## config.mk

```make
export PLATFORM = sky130hd
export DESIGN_NAME = load_store_unit
export DESIGN_NICKNAME = d
export VERILOG_FILES = /design/src/rtl/common_pkg.sv /design/src/rtl/lsu_align.sv /design/src/rtl/load_store_unit.sv
export SDC_FILE = /design/constraint.sdc
export NUM_CORES = 1
export LEC_CHECK = 0
export CAP_MARGIN = 25
export CORE_UTILIZATION = 48
export CTS_CLUSTER_DIAMETER = 30
export DETAILED_ROUTE_END_ITERATION = 10
export GPL_TIMING_DRIVEN = 1
export HOLD_SLACK_MARGIN = 0.03
export PLACE_DENSITY = 0.9
export REMOVE_ABC_BUFFERS = 1
export SLEW_MARGIN = 20
export SYNTH_ARGS = -nofsm -noshare
export SYNTH_HDL_FRONTEND = slang
export SYNTH_SLANG_ARGS = --single-unit
```

## constraint.sdc

```tcl
create_clock -name clk -period 6.3 [get_ports clk]
set_input_delay 0.63 -clock clk [delete_from_list [all_inputs] [get_ports clk]]
set_output_delay 0.63 -clock clk [all_outputs]
set_load 0.02 [all_outputs]
```

## src/rtl/common_pkg.sv

```systemverilog
// Shared types for the core memory path: access kinds and load/store unit FSM states.
package common;

    typedef enum logic [3:0] {
        MEM_NONE = 4'd0,
        LB       = 4'd1,
        LH       = 4'd2,
        LW       = 4'd3,
        LBU      = 4'd4,
        LHU      = 4'd5,
        SB       = 4'd6,
        SH       = 4'd7,
        SW       = 4'd8
    } mem_access_type;

    typedef enum logic [1:0] {
        IDLE = 2'd0,
        REQ  = 2'd1,
        WAIT = 2'd2,
        RESP = 2'd3
    } lsu_state_t;

    function automatic logic is_store(input mem_access_type t);
        return (t == SB) || (t == SH) || (t == SW);
    endfunction

endpackage

```

## src/rtl/lsu_align.sv

```systemverilog
// Lane alignment for the load/store unit: strobes, store replication, load extraction, misalign check.
// Purely combinational; no latency, no flow control.
module lsu_align
    import common::*;
(
    input  mem_access_type req_type,
    input  logic [1:0]     req_offset,
    output logic           req_misaligned,
    input  mem_access_type mem_type,
    input  logic [1:0]     offset,
    input  logic [31:0]    wdata,
    input  logic [31:0]    bus_rdata,
    output logic [3:0]     strb,
    output logic [31:0]    bus_wdata,
    output logic [31:0]    load_data
);

    logic [31:0] shifted;

    always_comb begin
        req_misaligned = 1'b0;
        case (req_type)
            LH, LHU, SH: req_misaligned = req_offset[0];
            LW, SW:      req_misaligned = (req_offset != 2'b00);
            default:     req_misaligned = 1'b0;
        endcase
    end

    always_comb begin
        strb      = 4'b0000;
        bus_wdata = wdata;
        case (mem_type)
            SB: begin
                strb      = 4'b0001 << offset;
                bus_wdata = {4{wdata[7:0]}};
            end
            SH: begin
                strb      = 4'b0011 << offset;
                bus_wdata = {2{wdata[15:0]}};
            end
            SW: begin
                strb      = 4'b1111;
                bus_wdata = wdata;
            end
            default: begin
                strb      = 4'b0000;
                bus_wdata = wdata;
            end
        endcase
    end

    always_comb begin
        shifted   = bus_rdata >> {offset, 3'b000};
        load_data = 32'd0;
        case (mem_type)
            LB:      load_data = {{24{shifted[7]}}, shifted[7:0]};
            LBU:     load_data = {24'd0, shifted[7:0]};
            LH:      load_data = {{16{shifted[15]}}, shifted[15:0]};
            LHU:     load_data = {16'd0, shifted[15:0]};
            LW:      load_data = shifted;
            default: load_data = 32'd0;
        endcase
    end

endmodule

```

## src/rtl/load_store_unit.sv

```systemverilog
// Load/store unit: one outstanding memory op between execute stage and data bus.
// Latency: accept->resp 3 cycles minimum (1 for misaligned); req_ready only in IDLE, dbus_req held until gnt.
module load_store_unit
    import common::*;
#(
    parameter int ADDR_WIDTH = 32
) (
    input  logic                  clk,
    input  logic                  rst,
    input  logic                  req_valid,
    output logic                  req_ready,
    input  mem_access_type        mem_type,
    input  logic [ADDR_WIDTH-1:0] addr,
    input  logic [31:0]           wdata,
    output logic                  resp_valid,
    output logic [31:0]           rdata,
    output logic                  misaligned,
    output logic                  dbus_req,
    output logic                  dbus_we,
    output logic [ADDR_WIDTH-1:0] dbus_addr,
    output logic [31:0]           dbus_wdata,
    output logic [3:0]            dbus_strb,
    input  logic                  dbus_gnt,
    input  logic                  dbus_rvalid,
    input  logic [31:0]           dbus_rdata
);

    lsu_state_t            state;
    mem_access_type        lat_type;
    logic [ADDR_WIDTH-1:0] lat_addr;
    logic [31:0]           lat_wdata;

    logic                  req_misaligned;
    logic [3:0]            align_strb;
    logic [31:0]           align_wdata;
    logic [31:0]           load_data;

    lsu_align u_align (
        .req_type       (mem_type),
        .req_offset     (addr[1:0]),
        .req_misaligned (req_misaligned),
        .mem_type       (lat_type),
        .offset         (lat_addr[1:0]),
        .wdata          (lat_wdata),
        .bus_rdata      (dbus_rdata),
        .strb           (align_strb),
        .bus_wdata      (align_wdata),
        .load_data      (load_data)
    );

    assign req_ready  = (state == IDLE);
    assign dbus_req   = (state == REQ);
    assign dbus_we    = (state == REQ) && is_store(lat_type);
    assign dbus_strb  = (state == REQ) ? align_strb : 4'b0000;
    assign dbus_addr  = {lat_addr[ADDR_WIDTH-1:2], 2'b00};
    assign dbus_wdata = align_wdata;

    always_ff @(posedge clk or posedge rst) begin
        if (rst) begin
            state      <= IDLE;
            lat_type   <= MEM_NONE;
            lat_addr   <= '0;
            lat_wdata  <= 32'd0;
            resp_valid <= 1'b0;
            rdata      <= 32'd0;
            misaligned <= 1'b0;
        end else begin
            case (state)
                IDLE: begin
                    if (req_valid && (mem_type != MEM_NONE)) begin
                        lat_type  <= mem_type;
                        lat_addr  <= addr;
                        lat_wdata <= wdata;
                        // Misaligned ops skip the bus entirely and respond next cycle.
                        if (req_misaligned) begin
                            state      <= RESP;
                            resp_valid <= 1'b1;
                            misaligned <= 1'b1;
                        end else begin
                            state <= REQ;
                        end
                    end
                end
                REQ: begin
                    if (dbus_gnt) begin
                        state <= WAIT;
                    end
                end
                WAIT: begin
                    if (dbus_rvalid) begin
                        rdata      <= load_data;
                        resp_valid <= 1'b1;
                        state      <= RESP;
                    end
                end
                RESP: begin
                    resp_valid <= 1'b0;
                    misaligned <= 1'b0;
                    rdata      <= 32'd0;
                    state      <= IDLE;
                end
                default: state <= IDLE;
            endcase
        end
    end

endmodule

```

==> out/metrics.yaml <==
run_status: "finished, final reports clean"
drive_gt1_share_pct: 7.68
syn_inst: 489
power_density_nw_per_um2: 526
gr-total-overflow: 0
synth.ff_latch_count: 104
cts_resized: 0
holdPathStages: 1
cts_setup_buffers: 0
finalSetupTns_ns: 0
dr.pass1.iters: 5
syn_area_um2: 5530
critPathKind: "reg2out"
die_area_um2: 12000
max_clock_freq_mhz: 247
endpoint_kind: "primary output"
io_pins: 210
slew_headroom_pct: 34.1
yosys_warnings: 0
syn_to_final_growth_pct: 40.0
num_vias: 4428
crit_path_start_kind: "flip-flop"
worst_pin_slew_ns: 0.986
cap_violations: 0
clk_latency_ns: 0.34
viasPerCell: 5.60
synth_top_area_share_pct: 47.0
critPathMaxFanout: 28
grt_pass1_wl_um: 22900
ir_drop_uv: 374
cts_root_buf: "clkbuf_16"
reg2reg_to: "lat_wdata[27]"
finalHoldViolations: 0
synthArstFlopShare_pct: 100
port_buffers: 207
synth-main-ff-cell: "dfrtp_1"
rsz0062_at_grt: "false"
synth_edf_count: 0
ant_nets: 0
clkSinkCount: 104
antenna_found_initial: 0
start_util_pct: 50.2
maxSlewViolCount: 0
fp.dieW_um: 109
wl_um: 15100
synthTopCellsByArea: "dfrtp_1, mux2_1, buf_4"
ff2ff_path_depth: 7
ys_seq_area_share_pct: 47.0
final_common_cell: "clkdlybuf4s50_1"
layout_setup_ws_ns: 2.26
p_leak_nw: 3.19
hold_start: "lat_addr[4]"
syn_avg_cell_area_um2: 11.3
worst_ep_required_time_ns: 5.67
synth_cell_types: 51
dpl.hpwl_um: 11100
fin_crit_sh_pct: 64.2
gp_congestion: 0.875
setup_viol: 0
numCtsBuffers: 9
cts_tree: "yes"
final_nets: 756
die_h_um: 109
diodes: 0
grt_pass1_vias: 4551
fin_worst_skew_ns: 0.00505
r2r-start: "state[0]"
arrival_ns: 3.41
coreArea_um2: 11000
drtIter0Drc: 282
grt_start_max_net_pins: 69
pre_cts_slack_ns: 2.62
placed_area_um2: 7380
holdPathEnd: "lat_addr[4]"
grt_usage_pct: 25.4
cts_htree_levels: 3
wire_per_inst_um: 19.0
drc: 0
rows: 38
cts_buffer_depth: 2
fin_area_um2: 7750
period_minus_slack_ns: 4.04
cts.clk_slew.worst_paths_ns: 0.07
utilization_pct: 70.2
hp-class: "reg2reg"
synth_top_cell_by_area: "dfrtp_1"
cts_hold_repair.buffers: 0
whs_ns: 0.489
r2r_slack_ns: 3.75
mostFrequentLayoutCells: "clkdlybuf4s50_1, dfrtp_1, mux2_1"
layer usage:
layer / up-vias / share of wire (%) / GRT usage, % / wire [µm]
met4: 0 / 1.7 / 7.81 / 251
met3: 23 / 8.3 / 6.94 / 1250
met1: 2161 / 39 / 30.3 / 5930
met5: - / 0 / 0 / 0
met2: 215 / 51 / 44.6 / 7640
li1: 2029 / - / - / -
synthesized netlist by cell type, types with 2 or more instances:
cell type,number
dfrtp_1,104
mux2_1,58
nand2_1,52
buf_4,42
mux2i_1,25
o21ai_1,19
mux2_2,17
o21ai_0,17
nor2_1,16
buf_2,14
a21oi_1,12
nor2b_1,10
a211o_1,8
a22oi_1,8
a32oi_1,8
clkbuf_1,8
o2bb2ai_1,8
a32o_1,7
inv_1,7
ha_1,5
o21a_1,5
nand3b_1,4
buf_6,3
nand2b_1,2
nor2_2,2
nor3_1,2
o211ai_1,2
layout make-up:
class | instances | area, µm²
clock buffer | 13 | 250
clock inverter | 3 | 65.1
fill | 778 | 3280
inverter | 7 | 28.8
multi-input combinational | 311 | 2470
sequential | 104 | 2600
tap | 140 | 175
timing repair buffer | 213 | 2160
flip-flops by register name, indices dropped and copies added (netlist names):
name / cells
rdata: 32
misaligned: 1
lat_addr: 32
state: 2
lat_wdata: 32
resp_valid: 1
lat_type: 4
worst max path at each step:
stage / cells past startpoint / start / slack (ns) / endpoint
after global routing: 4 / lat_type[1] / 2.02 / dbus_wdata[15]
after detailed placement: 4 / lat_type[1] / 2.62 / dbus_wdata[11]
after floorplan: 5 / state[0] / 2.92 / lat_addr[19]
final: 4 / lat_type[1] / 2.26 / dbus_wdata[11]
after CTS: 4 / lat_type[1] / 2.23 / dbus_wdata[12]
after global placement: 4 / lat_type[1] / 2.69 / dbus_wdata[8]
per-stage QoR:
step | instances | total power, W
detailed placement | 773 | 0.00344
floorplan | 422 | 0.00243
global route | 791 | 0.00430
finish | 791 | 0.00407
CTS | 789 | 0.00405
global placement | 773 | 0.00338
critical path: stages (launching register included):
cell,delay [ns]
dfrtp_1,0.63
nand3b_1,0.78
nor2_2,0.71
mux2_2,0.41
clkdlybuf4s50_1,0.54
cells by family (layout without fill, tap and decap cells):
group	after synthesis	in the layout	share of synthesized area, %
flip-flops	104	104	47.0
adder cells (fa/ha/maj)	5	5	1.13
AO/OA/AOI/OAI	100	100	12.9
multiplexers	102	102	20.4
AND/OR/NAND/NOR	102	102	9.75
buffers and inverters	75	236	8.66
other	1	2	0.0678
power breakdown:
group          internal [W]  switching [W]
Combinational       0.00108        0.00118
Clock              0.000359       0.000235
Sequential         0.000972       0.000247
No activity file was read; power rests on OpenSTA's default activity.
